File: config.mk
export PLATFORM = sky130hd
export DESIGN_NAME = rv_wb_arbiter
export DESIGN_NICKNAME = d
export VERILOG_FILES = /design/src/rtl/rv_wb_arbiter.sv
export SDC_FILE = /design/constraint.sdc
export NUM_CORES = 1
export LEC_CHECK = 0
export ABC_AREA = 1
export CAP_MARGIN = 10
export CORE_MARGIN = 2
export CORE_UTILIZATION = 45
export CTS_CLUSTER_DIAMETER = 200
export DETAILED_ROUTE_END_ITERATION = 6
export GPL_ROUTABILITY_DRIVEN = 0
export PLACE_DENSITY_LB_ADDON = 0.1
export SLEW_MARGIN = 20
export SYNTH_ARGS = -nofsm -noshare
export SYNTH_HDL_FRONTEND = slang
export SYNTH_SLANG_ARGS = --single-unit
export TNS_END_PERCENT = 10
File: constraint.sdc
create_clock -name i_clk -period 2.88 [get_ports i_clk]
set_input_delay 0.432 -clock i_clk [delete_from_list [all_inputs] [get_ports i_clk]]
set_output_delay 0.432 -clock i_clk [all_outputs]
set_load 0.01 [all_outputs]
File: src/rtl/rv_wb_arbiter.sv
// rtl/rv_wb_arbiter.sv - register file write-port arbiter for ALU results and queued load returns
//
// Purpose:
//   Shares the single register file write port between ALU results (never
//   stalled, highest priority) and load returns (buffered in a small FIFO and
//   drained into slots the ALU leaves free). A per-register busy scoreboard
//   tracks issued loads that have not yet written back and raises o_hazard
//   for the issue stage.
//
// Optional feature (macro RV_WB_STATS_EN):
//   Adds o_conflict_cnt, a saturating count of cycles in which the ALU takes
//   the port while the load FIFO holds at least one entry.
//
// Ports:
//   i_clk, i_reset_n          clock, synchronous active-low reset
//   i_alu_valid/rd/data       ALU write-back request
//   i_ld_valid/rd/data        load return; o_ld_ready accepts it
//   i_ld_issue, i_ld_issue_rd load issued to the bus (sets busy bit)
//   i_chk_rs1/rs2/rd          operands of the instruction in issue
//   o_hazard                  issue must stall
//   o_rd/o_write/o_data       registered register file write port
//   o_idle                    FIFO empty and no busy bits set
//   o_conflict_cnt            (RV_WB_STATS_EN only) conflict cycle counter

module rv_wb_arbiter #(
    parameter int LD_FIFO_DEPTH = 2,
    parameter int STAT_W        = 16
) (
    input  logic        i_clk,
    input  logic        i_reset_n,
    input  logic        i_alu_valid,
    input  logic [4:0]  i_alu_rd,
    input  logic [31:0] i_alu_data,
    input  logic        i_ld_valid,
    input  logic [4:0]  i_ld_rd,
    input  logic [31:0] i_ld_data,
    output logic        o_ld_ready,
    input  logic        i_ld_issue,
    input  logic [4:0]  i_ld_issue_rd,
    input  logic [4:0]  i_chk_rs1,
    input  logic [4:0]  i_chk_rs2,
    input  logic [4:0]  i_chk_rd,
    output logic        o_hazard,
    output logic [4:0]  o_rd,
    output logic        o_write,
    output logic [31:0] o_data,
    output logic        o_idle
`ifdef RV_WB_STATS_EN
    ,
    output logic [STAT_W-1:0] o_conflict_cnt
`endif
);

    localparam int PTR_W = (LD_FIFO_DEPTH > 1) ? $clog2(LD_FIFO_DEPTH) : 1;
    localparam int CNT_W = PTR_W + 1;
    localparam logic [CNT_W-1:0] DEPTH_C = CNT_W'(LD_FIFO_DEPTH);

    // Load-return FIFO storage (no reset needed: only read when count > 0)
    logic [4:0]  fifo_rd_q   [LD_FIFO_DEPTH];
    logic [31:0] fifo_data_q [LD_FIFO_DEPTH];

    logic [PTR_W-1:0] wr_ptr_q, wr_ptr_d;
    logic [PTR_W-1:0] rd_ptr_q, rd_ptr_d;
    logic [CNT_W-1:0] count_q, count_d;

    logic [31:1] busy_q, busy_d;

    logic        write_q, write_d;
    logic [4:0]  wr_rd_q, wr_rd_d;
    logic [31:0] wr_data_q, wr_data_d;

    logic        push;
    logic        pop;
    logic        alu_take;
    logic        fifo_nonempty;
    logic [4:0]  head_rd;
    logic [31:0] head_data;
    logic [31:0] busy_vec;

    assign fifo_nonempty = (count_q != '0);
    assign head_rd       = fifo_rd_q[rd_ptr_q];
    assign head_data     = fifo_data_q[rd_ptr_q];

    // Ready depends only on the registered count, so a pop in the same cycle
    // is not anticipated and there is no path from i_ld_valid.
    assign o_ld_ready = (count_q < DEPTH_C);
    assign push       = i_ld_valid & o_ld_ready;

    // ALU writes to x0 are dropped and leave the slot to the FIFO.
    assign alu_take = i_alu_valid & (i_alu_rd != 5'd0);
    // Pop looks at the registered count, so a load pushed this cycle cannot
    // be selected until the next one.
    assign pop      = ~alu_take & fifo_nonempty;

    always_comb begin
        wr_ptr_d = wr_ptr_q;
        rd_ptr_d = rd_ptr_q;
        count_d  = count_q;
        if (push) begin
            wr_ptr_d = wr_ptr_q + PTR_W'(1);
        end
        if (pop) begin
            rd_ptr_d = rd_ptr_q + PTR_W'(1);
        end
        case ({push, pop})
            2'b10:   count_d = count_q + CNT_W'(1);
            2'b01:   count_d = count_q - CNT_W'(1);
            default: count_d = count_q;
        endcase
    end

    // Write-port selection; the result is registered onto o_rd/o_write/o_data.
    always_comb begin
        write_d   = 1'b0;
        wr_rd_d   = 5'd0;
        wr_data_d = 32'd0;
        if (alu_take) begin
            write_d   = 1'b1;
            wr_rd_d   = i_alu_rd;
            wr_data_d = i_alu_data;
        end else if (pop && (head_rd != 5'd0)) begin
            write_d   = 1'b1;
            wr_rd_d   = head_rd;
            wr_data_d = head_data;
        end
    end

    // Scoreboard: clear first, then set, so a new issue to the same register
    // as the entry being written keeps the bit (newer load outstanding).
    always_comb begin
        busy_d = busy_q;
        if (pop && (head_rd != 5'd0)) begin
            busy_d[head_rd] = 1'b0;
        end
        if (i_ld_issue && (i_ld_issue_rd != 5'd0)) begin
            busy_d[i_ld_issue_rd] = 1'b1;
        end
    end

    always_ff @(posedge i_clk) begin
        if (!i_reset_n) begin
            wr_ptr_q  <= '0;
            rd_ptr_q  <= '0;
            count_q   <= '0;
            busy_q    <= '0;
            write_q   <= 1'b0;
            wr_rd_q   <= 5'd0;
            wr_data_q <= 32'd0;
        end else begin
            wr_ptr_q  <= wr_ptr_d;
            rd_ptr_q  <= rd_ptr_d;
            count_q   <= count_d;
            busy_q    <= busy_d;
            write_q   <= write_d;
            wr_rd_q   <= wr_rd_d;
            wr_data_q <= wr_data_d;
        end
    end

    always_ff @(posedge i_clk) begin
        if (push) begin
            fifo_rd_q[wr_ptr_q]   <= i_ld_rd;
            fifo_data_q[wr_ptr_q] <= i_ld_data;
        end
    end

    // x0 never holds a pending load.
    assign busy_vec = {busy_q, 1'b0};
    // The rd term blocks a WAW reorder where an older load would overwrite a
    // younger ALU result.
    assign o_hazard = busy_vec[i_chk_rs1] | busy_vec[i_chk_rs2] | busy_vec[i_chk_rd];
    assign o_idle   = ~fifo_nonempty & (busy_q == '0);

    assign o_write = write_q;
    assign o_rd    = wr_rd_q;
    assign o_data  = wr_data_q;

`ifdef RV_WB_STATS_EN
    logic [STAT_W-1:0] conflict_cnt_q, conflict_cnt_d;

    always_comb begin
        conflict_cnt_d = conflict_cnt_q;
        if (alu_take && fifo_nonempty && (conflict_cnt_q != '1)) begin
            conflict_cnt_d = conflict_cnt_q + STAT_W'(1);
        end
    end

    always_ff @(posedge i_clk) begin
        if (!i_reset_n) begin
            conflict_cnt_q <= '0;
        end else begin
            conflict_cnt_q <= conflict_cnt_d;
        end
    end

    assign o_conflict_cnt = conflict_cnt_q;
`endif

endmodule

# Word level (Yosys, flattened, before mapping)
# Memory sizes are Yosys's and may differ from the RTL's. A register that Yosys moved wholly into a read port is not among the register bits.
# Index checks and enable logic that the tools add are counted.
[word_totals] input_bits=99 n_memories=2 word_cells=69 register_bits=73 output_inout_bits=41 ram_bits=74
[op_classes] n_bitwise=11 addsub=4 n_eq_ne=2 order_cmp=8 mux=25 reduce_logical=10
[memory_table] memory="fifo_data_q" words=2 word_bits=32 rd=1 rd_clocked_by_memory_dff=1 write_ports=1 line="60" rtl="logic [31:0] fifo_data_q [LD_FIFO_DEPTH];"
[memory_table] memory="fifo_rd_q" words=2 word_bits=5 rd=1 rd_clocked_by_memory_dff=1 write_ports=1 line="59" rtl="logic [4:0] fifo_rd_q [LD_FIFO_DEPTH];"
[ops] op="2-to-1 mux 32 bit" n=2
[ops] op="2-to-1 mux 31 bit" n=2
[ops] op="bitwise AND 31 bit" n=1
[ops] op="zero test 31 bit" n=1
[ops] op="NOT 31 bit" n=1
[ops] op="bitwise OR 31 bit" n=1
[ops] op="< comparator 5 x 6 -> 1 bit (second input constant)" n=5
[ops] op="binary-select mux 1 bit (select 5 bit)" n=3
[ops] op="nonzero test 5 bit" n=3
[ops] op="2-to-1 mux 1 bit" n=13
[ops] op="demux 1 bit (select 5 bit)" n=2
[ops] op="greater-or-equal comparator 5 x 1 -> 1 bit (second input constant)" n=2
[ops] op="2-to-1 mux 5 bit" n=2
[ops] op="bitwise AND 1 bit" n=4
[ops] op="logical AND 1 bit" n=4
[ops] op="case mux 2 bit (2 select lines)" n=1
[ops] op="nonzero test 2 bit" n=2
[ops] op="adder 1 bit (second input constant)" n=2
[ops] op="adder 2 x 1 -> 2 bit (second input constant)" n=1
[ops] op="equality test 2 x 1 -> 1 bit (second input constant)" n=1
[ops] op="equality test 2 bit (second input constant)" n=1
[ops] op="< comparator 2 bit (second input constant)" n=1
[ops] op="NOT 1 bit" n=2
[ops] op="bitwise OR 1 bit" n=2
[ops] op="subtractor 2 x 1 -> 2 bit (second input constant)" n=1

# Depth between registers and ports, before layout
# Gate-level depths: netlist of run 1.
[depth] depth_word=9 ltp_mapped=12 ltp_nobuf=11

# Least setup slack after synthesis of run 1
# Ideal clock, no wire load.
[synth_path] path_type="register to register" start="reg count_q[1]" end="mem fifo_data_q[1][0] (enable)" period_less_slack_ns=2.572 t_arrival_ns=2.139 path_stages_with_launch=4 t_required_ns=2.447 path_buffers=0 setup_ns=0.433 slack_ns=0.308 cell_sequence="dfxtp_1 -> inv_1 -> nand2_1 -> nor2_1"
[synth_via] elab_chain_len=4
[synth_rtl] item="start, declared" line="64" rtl="logic [CNT_W-1:0] count_q, count_d;"
[synth_rtl] item="start signal, assigned" line="152" rtl="count_q <= count_d;"
[synth_rtl] item="< comparator 2 bit" line="86" rtl="assign o_ld_ready = (count_q < DEPTH_C);"
[synth_rtl] item="named net o_ld_ready" line="37" rtl="output logic o_ld_ready,"
[synth_rtl] item="bitwise AND 1 bit" line="87" rtl="assign push = i_ld_valid & o_ld_ready;"
[synth_rtl] item="2-to-1 mux 1 bit" line="161" rtl="if (push) begin"
[synth_rtl] item="2-to-1 mux 1 bit (implied by the code)" line="163" rtl="fifo_data_q[wr_ptr_q] <= i_ld_data;"
[synth_rtl] item="end, declared" line="60"
# The timed path passes the listed nets, and every way through them passes these cells.

# Worst setup path in the final report of run 1
[layout_path] start="in i_chk_rd[1]" end="out o_hazard"
[layout_via] elab_chain_len=3
[layout_rtl] item="start, declared" line="42" rtl="input logic [4:0] i_chk_rd,"
[layout_rtl] item="binary-select mux 1 bit (select 5 bit)" line="171" rtl="assign o_hazard = busy_vec[i_chk_rs1] | busy_vec[i_chk_rs2] | busy_vec[i_chk_rd];"
[layout_rtl] item="2-to-1 mux 1 bit (implied by the code)" line="171"
[layout_rtl] item="bitwise OR 1 bit" line="171"
[layout_rtl] item="end, declared" line="43" rtl="output logic o_hazard,"
# Every way passes these cells. The select of a mux whose other input is x is not followed.

==> metrics.yaml, run 1 <==
vias: 6052
setup_ws_ps: 164.4
hold-worst-slack_ps: 456.1
r2r-end: "o_data[1]"
grt_first_pass_wirelength_um: 28680
synth_fp_nets: 888
cts_hold_buffers: 0
utilization: 0.6182
dp_hpwl_um: 12620
viasPerCell: 5.375
skew_ps: 12.23
setup_tns_ps: 0
drive_above_1_share: 0.1040
critPathArrivalTime_ps: 2280
reg2reg_slack_ps: 950
clk_root_buffer_cell: "clkbuf_16"
tritoncts: "done"
ys_types: 29
leakagePower_uw: 0.003420
ir_worst_vdd_mv: 0.7179
powerDensity_mw_per_mm2: 685.0
nNetsFinal: 1029
critPathLaunch: "i_chk_rd[1]"
fin_area_mm2: 0.009019
grt_util_met2: 0.3706
first_iter_violations: 797
ant_nets: 0
core_area_mm2: 0.01459
numPortBuffers: 139
endpoint: "o_hazard"
critPathSlowestCell: "clkdlybuf4s50_1"
startpoint_type: "primary input"
hold_violations: 0
worst_pin_slew_ps: 813.9
place_area_mm2: 0.008384
die_h_um: 126.5
grt_pass1_vias: 5950
yosysSeqAreaShare: 0.5489
max_freq_mhz: 368.2
critical_path_required_ps: 2450
row_count: 44
yosysWarnings: 0
synth-main-ff-cell: "edfxtp_1"
grt-ovfl-total: 0
async_flop_share: 0
use_met1: 0.2792
setup_viol: 0
rsz0062_at_grt: "no"
drt_pass1_iterations: 6
r2r_cells: 8
synth-edff-count: 74
cpPeakStageDelay_ps: 690
antenna_found_initial: 0
io_pins: 140
drv_cap: 0
die_w_um: 126.5
slew_violations: 0
drc: 0
end_kind: "primary output"
ctsHtreeMaxLevel: 4
initial_core_util: 0.4625
place_ws_ps: 112.3
cts.clk_slew.worst_paths_ps: 60
critical_path_class: "primary input to primary output"
synth_seq_cells: 148
outcome: "completed"
grt_max_degree: 46
syn-cell-area_mm2: 0.006748
relSlewSlack: 0.4524
grt-busiest-layer: "met2"
fillers: 1227
cts_buffers: 17
fin_crit_sh: 0.9429
use_met3: 0.06706
synthCells: 788
drt-total-wl_um: 18160
insertion_delay_ps: 430
track_usage: 0.2264
syn_avg_cell_area_um2: 8.563
path_max_fanout: 9
cts_buffer_depth: 2
path_cells: "clkdlybuf4s50_1 -> inv_1 -> nand3_1 -> nand3_1 -> nand3_1 -> nand3_1 -> nand2_1 -> nand3_1 -> clkdlybuf4s50_1"
hp-class: "register to register"
antenna_cells: 0
routed_wire_length_per_instance_um: 16.13
dieArea_mm2: 0.01599
path_common_cell: "nand3_1"
syn2layout_area_growth_pct: 33.65
period_minus_slack_ps: 2716
cts_sinks: 148
==> cell usage after synthesis, types with 3 or more instances <==
master / n / area share
o21ai_0: 23 / 0.017
a21oi_1: 73 / 0.054
inv_1: 61 / 0.034
nor2_1: 34 / 0.019
buf_2: 9 / 0.0067
nor4_1: 8 / 0.0074
nand3_1: 96 / 0.071
mux2_2: 32 / 0.053
nand4_1: 3 / 0.0028
buf_6: 5 / 0.0083
dfxtp_1: 74 / 0.22
nor3_1: 7 / 0.0052
edfxtp_1: 74 / 0.33
nand2_1: 250 / 0.14
clkbuf_1: 20 / 0.011
inv_2: 3 / 0.0017
==> power breakdown <==
part | total, uW | internal [uW] | switching [uW]
clock | 2220 | 1300 | 922
combinational | 1380 | 615 | 768
sequential | 2570 | 2470 | 104
==> metrics by stage <==
stage / power, uW / std cells
detailed placement: 4004 / 1092
floorplan: 3431 / 788
CTS: 6213 / 1124
global placement: 3964 / 1092
finish: 6177 / 1126
global route: 6451 / 1126
==> worst max-delay path, delay by kind of cell <==
family	cells	cell delay [ps]
and+or+nand+nor	6	530
buffers and inverters	3	1330
==> placed cells by master (no fill, tap or decap), types with 3 or more instances in the layout <==
cell type and n:
clkbuf_16 17, mux2_2 32, nor2_1 32, nor4_1 8, dfxtp_1 73, a21oi_1 73, clkinvlp_4 7, o21ai_0 22
clkinv_4 3, nand3_1 96, nand2_1 250, inv_6 5, inv_2 3, buf_12 5, nor2_4 4, clkdlybuf4s50_1 136
buf_4 8, nor3_1 7, dlymetal6s2s_1 3, nand4_1 3, inv_1 59, o21ai_2 3, edfxtp_1 74
==> worst min path at each step <==
| stage | from | endpoint | slack (ps) | cells past startpoint |
|---|---|---|---|---|
| after global placement | count_q[1] | count_q[1] | 440 | 1 |
| after floorplan | count_q[1] | count_q[1] | 420 | 1 |
| after detailed placement | rd_ptr_q | register | 440 | 1 |
| after global routing | count_q[1] | count_q[1] | 470 | 1 |
| final | rd_ptr_q | register | 460 | 1 |
| after CTS | rd_ptr_q | register | 460 | 1 |
==> metal layers <==
metal	share of wire	wire length, um
met2	0.48	8754
met5	0	0
met3	0.090	1642
met4	0.023	416
met1	0.40	7346
==> layout make-up <==
cell class	instances	area, um^2	share of cell area
Clock inverter	14	163.9	0.01817
Inverter	65	251.5	0.02789
Sequential cell	148	3705	0.4108
Timing Repair inverter	2	15.01	0.001665
Timing Repair Buffer	154	1582	0.1754
Tap cell	184	230.2	0.02553
Clock buffer	18	429.2	0.04759
Multi-Input combinational cell	541	2643	0.2930
==> what timing repair did <==
action / in CTS / in global routing
resized for setup: 0 / 11
endpoints found under the setup margin: 0 / 1
setup buffers: 0 / 0
hold endpoints to repair: 0 / 0
==> sequential cells by signal (all words and copies together), names as in the netlist, named ones only <==
name and flops:
o_rd 5, wr_ptr_q 1, rd_ptr_q 1, fifo_rd_q 10, o_data 32, busy_q 31, fifo_data_q 64, count_q 2
o_write 1
==> kinds of logic after synthesis <==
group | count (synthesis) | synth area share
AND/OR/NAND/NOR | 404 | 0.2526
flip-flops | 148 | 0.5489
AO/OA/AOI/OAI | 104 | 0.08103
buffers and inverters | 99 | 0.06230
multiplexers | 32 | 0.05340
adder cells (fa/ha/maj) | 1 | 0.001854
Power figures use the tool's default switching activity.
==> run 2: changes to the inputs <==
- CTS_CLUSTER_DIAMETER: 200 -> 100
- REMOVE_ABC_BUFFERS: not set -> 1
==> run 2 against run 1 <==
Effect of this change:
- count of clock-buffer cells in the layout up 1
- final cell count down 0.27%
- critical path depth up 1
- sequential share of layout area up 0.14 points
- fmax up 0.41%
- critical endpoint unchanged
==> metrics.yaml, run 2 (synthesized netlist as in run 1, its figures left out) <==
top_register: "fifo_data_q"
io_pins: 140
rsz0062_at_grt: "no"
use_met1: 0.2600
path_max_fanout: 8
numPortBuffers: 139
critical_path_required_ps: 2450
drc: 0
grt_max_degree: 41
dieArea_mm2: 0.01599
hold_path_startpoint: "count_q[1]"
slew_violations: 0
critPathSlowestCell: "clkdlybuf4s50_1"
syn2layout_area_growth_pct: 33.21
grt-ovfl-total: 0
initial_core_util: 0.4625
drv_cap: 0
power_uw: 6277
drt_pass1_iterations: 5
ir_worst_vdd_mv: 0.5635
cts_setup_buffers: 0
mostFrequentLayoutCells: "nand2_1, clkdlybuf4s50_1, nand3_1"
dp.cells: 1089
cpLargestDelayFamily: "buffers and inverters"
cts_buffers: 17
outcome: "completed"
drive_above_1_share: 0.09904
setup_viol: 0
core_area_mm2: 0.01459
hold-worst-slack_ps: 454.0
track_usage: 0.2229
routed_wire_length_per_instance_um: 15.78
place_ws_ps: 131.9
max_freq_mhz: 369.8
path_common_cell: "nand3_1"
viasPerCell: 5.367
ctsResizeCount: 0
relSlewSlack: 0.4932
end_kind: "primary output"
hold_violations: 0
hp-class: "register to register"
setup_ws_ps: 175.5
worst_pin_slew_ps: 753.2
vias: 6027
insertion_delay_ps: 420
ctsHtreeMaxLevel: 4
leakagePower_uw: 0.003410
drt-total-wl_um: 17720
tritoncts: "done"
grt_first_pass_wirelength_um: 28640
die_h_um: 126.5
dp_hpwl_um: 12370
cts_sinks: 148
r2r-start: "count_q[1]"
use_met3: 0.06664
antenna_cells: 0
largest_reg_flops: 64
fin_crit_sh: 0.9391
path_cells: "clkdlybuf4s50_1 -> inv_1 -> nor2_1 -> nand2_1 -> nand3_1 -> nand3_1 -> nand3b_1 -> nand2_1 -> nand3_1 -> clkdlybuf4s50_1"
grt_pass1_vias: 6069
grt-busiest-layer: "met2"
fillers: 1238
grt_util_met2: 0.3835
cts_hold_buffers: 0
antenna_found_initial: 0
critPathLaunch: "i_chk_rd[2]"
critPathArrivalTime_ps: 2270
skew_ps: 10.22
period_minus_slack_ps: 2704
nNetsFinal: 1026
fin_cells: 1123
cts.clk_slew.worst_paths_ps: 60
startpoint_type: "primary input"
first_iter_violations: 514
setup_tns_ps: 0
worst-path-buf-inv: 3
row_count: 44
final_common_cell: "nand2_1"
ant_nets: 0
critical_path_class: "primary input to primary output"
powerDensity_mw_per_mm2: 698.4
cpPeakStageDelay_ps: 640
cts_buffer_depth: 2
die_w_um: 126.5
clk_root_buffer_cell: "clkbuf_16"
-- run 2: cell count changes in the layout (fill, tap and decap cells not counted), sizes merged --
cell	change
buf	-3
bufinv	+2
clkbuf	+1
clkdlybuf4s50	+1
clkinvlp	-2
dlymetal6s2s	-1
inv	-1
-- run 2: final timing paths --
kind                                    to  slack [ps]  cells after the start
worst max-delay path              o_hazard         180                     10
worst min-delay path            count_q[1]         450                      1
worst max register to register  count_q[1]        1040                     10
worst min register to register  count_q[1]         450                      1
-- run 2: layout make-up --
class,instances,area (um^2),share of cell area
sequential,148,3705,0.4122
timing repair inverter,2,15.01,0.001670
timing repair buffer,151,1519,0.1690
multi-input combinational,541,2639,0.2936
clock inverter,13,196.4,0.02185
clock buffer,19,432.9,0.04816
inverter,65,251.5,0.02798
tap,184,230.2,0.02561
-- run 2: layer usage --
| metal | share of wire | vias to the layer above |
|---|---|---|
| met5 | 0 | - |
| met4 | 0.021 | 0 |
| met3 | 0.075 | 40 |
| met2 | 0.50 | 280 |
| met1 | 0.41 | 2791 |
| li1 | - | 2916 |
-- run 2: power breakdown --
part	leakage, uW	internal [uW]	switching, uW
registers	0.00130	2470	87.3
clock network	0.000305	1470	893
logic	0.00181	581	774
-- run 2: metrics by stage --
step	util	area [um^2]
after floorplan	-	6571
after global placement	0.5706	8324
after detailed placement	0.5706	8324
after CTS	0.6137	8954
after global routing	0.6161	8989
final	0.6161	8989
==> run 3: changes to the inputs <==
- PLACE_DENSITY: not set -> 0.76
- PLACE_DENSITY_LB_ADDON: 0.1 -> not set
==> run 3 against run 2 <==
Effect of this change:
- combinational power about the same
- critical path type unchanged
- sequential power about the same
- the flow now finishes with violations (design-rule violations)
- cell area fell by 0.32%
==> metrics.yaml, run 3 (synthesized netlist as in run 1, its figures left out) <==
outcome: "finished with violations"
violations: "design-rule violations"
critical_path_required_ps: 2450
grt_pass1_vias: 5981
startpoint_type: "primary input"
dp_hpwl_um: 12950
skew_ps: 7.950
syn2layout_area_growth_pct: 32.78
cts_buffer_depth: 2
io_pins: 140
nNetsFinal: 1028
numPortBuffers: 139
period_minus_slack_ps: 2676
grt_max_degree: 51
grt-ovfl-total: 0
clockPowerShare: 0.359
hold_end: "count_q[1]"
die_h_um: 126.5
cts_buffers: 17
rsz0062_at_grt: "no"
hold_violations: 0
ctsHtreeMaxLevel: 4
slew_violations: 0
antenna_cells: 0
viasPerCell: 5.405
crit_cells: 11
seq_power_share: 0.421
cpPeakStageDelay_ps: 530
top_register: "fifo_data_q"
power.switching_uw: 1718
routed_wire_length_per_instance_um: 16.65
ant_nets: 0
critPathLaunch: "i_chk_rd[0]"
critPathSlowestCell: "clkdlybuf4s50_1"
vias: 6081
critPathArrivalTime_ps: 2240
cpLargestDelayFamily: "buffers and inverters"
leakagePower_uw: 0.003380
cts_hold_buffers: 0
worst-path-buf-inv: 3
utilization: 0.6142
core_area_mm2: 0.01459
track_usage: 0.2332
hold-worst-slack_ps: 446.8
ctsResizeCount: 0
relSlewSlack: 0.5626
cts.clk_slew.worst_paths_ps: 60
first_iter_violations: 583
path_max_fanout: 11
end_kind: "primary output"
max_freq_mhz: 373.6
worst_pin_slew_ps: 653.6
tritoncts: "done"
r2r-end: "o_data[21]"
hold_path_startpoint: "count_q[1]"
antenna_found_initial: 0
grt_first_pass_wirelength_um: 29650
path_cells: "clkdlybuf4s50_1 -> inv_1 -> nand2_1 -> nand2_1 -> nand2_1 -> nand3_1 -> nand3_1 -> nand3_1 -> nand2_1 -> nand3_1 -> clkdlybuf4s50_1"
setup_tns_ps: 0
drc: 1
die_w_um: 126.5
highest-signal-layer: "met4"
mostFrequentLayoutCells: "nand2_1, clkdlybuf4s50_1, nand3_1"
cts_sinks: 148
r2r_cells: 7
row_count: 44
cts_setup_buffers: 0
hold_depth: 1
p_comb_frac: 0.221
reg2reg_slack_ps: 790
p_int_uw: 4419
ir_worst_vdd_mv: 0.4643
wl_met1_um: 7271
critical_path_class: "primary input to primary output"
initial_core_util: 0.4625
power_uw: 6137
wl_met3_um: 2137
drt-total-wl_um: 18730
drv_cap: 0
wl_met2_um: 8848
setup_viol: 0
fin_crit_sh: 0.9293
power_switching_share: 0.2799
final_common_cell: "nand2_1"
drt_pass1_iterations: 7
insertion_delay_ps: 410
clk_root_buffer_cell: "clkbuf_16"
dieArea_mm2: 0.01599
largest_reg_flops: 64
drive_above_1_share: 0.09989
powerDensity_mw_per_mm2: 684.9
hp-class: "register to register"
## run 3: how the worst max path moves through the flow
| stage | endpoint | slack, ps |
|---|---|---|
| 2_1_floorplan | fifo_data_q[1][0] | 310 |
| 3_3_place_gp | o_hazard | 150 |
| 3_5_place_dp | o_hazard | 120 |
| 4_1_cts | o_hazard | 110 |
| 5_1_grt | o_hazard | 10 |
| 6_report | o_hazard | 200 |
## run 3: routing by layer
layer | global-route usage | vias to the layer above
met5 | 0 | -
met1 | 0.2805 | 2789
met4 | 0.09308 | 0
li1 | - | 2917
met3 | 0.08815 | 44
met2 | 0.3787 | 331
## run 3: stage by stage
step                instance area [um^2]  std cells  setup slack (ps)
floorplan                           6571        754             308.1
CTS                                 8921       1123             105.8
detailed placement                  8327       1091             116.5
finish                              8960       1125             203.5
global route                        8960       1125             9.600
global placement                    8327       1091             152.2
## run 3: layout make-up
class	count	area, um^2
Timing Repair inverter	2	15.01
Clock inverter	12	157.7
Clock buffer	20	436.7
Multi-Input combinational cell	541	2639
Tap cell	184	230.2
Sequential cell	148	3705
Fill cell	1232	5629
Timing Repair Buffer	153	1525
Inverter	65	251.5
## run 3: power by group through the flow
stage	Sequential, uW	Combinational [uW]	Clock (uW)
after floorplan	2660	691	0
after global placement	2610	1320	0
after detailed placement	2620	1340	0
after CTS	2580	1350	2230
after global routing	2600	1480	2320
final	2580	1350	2200
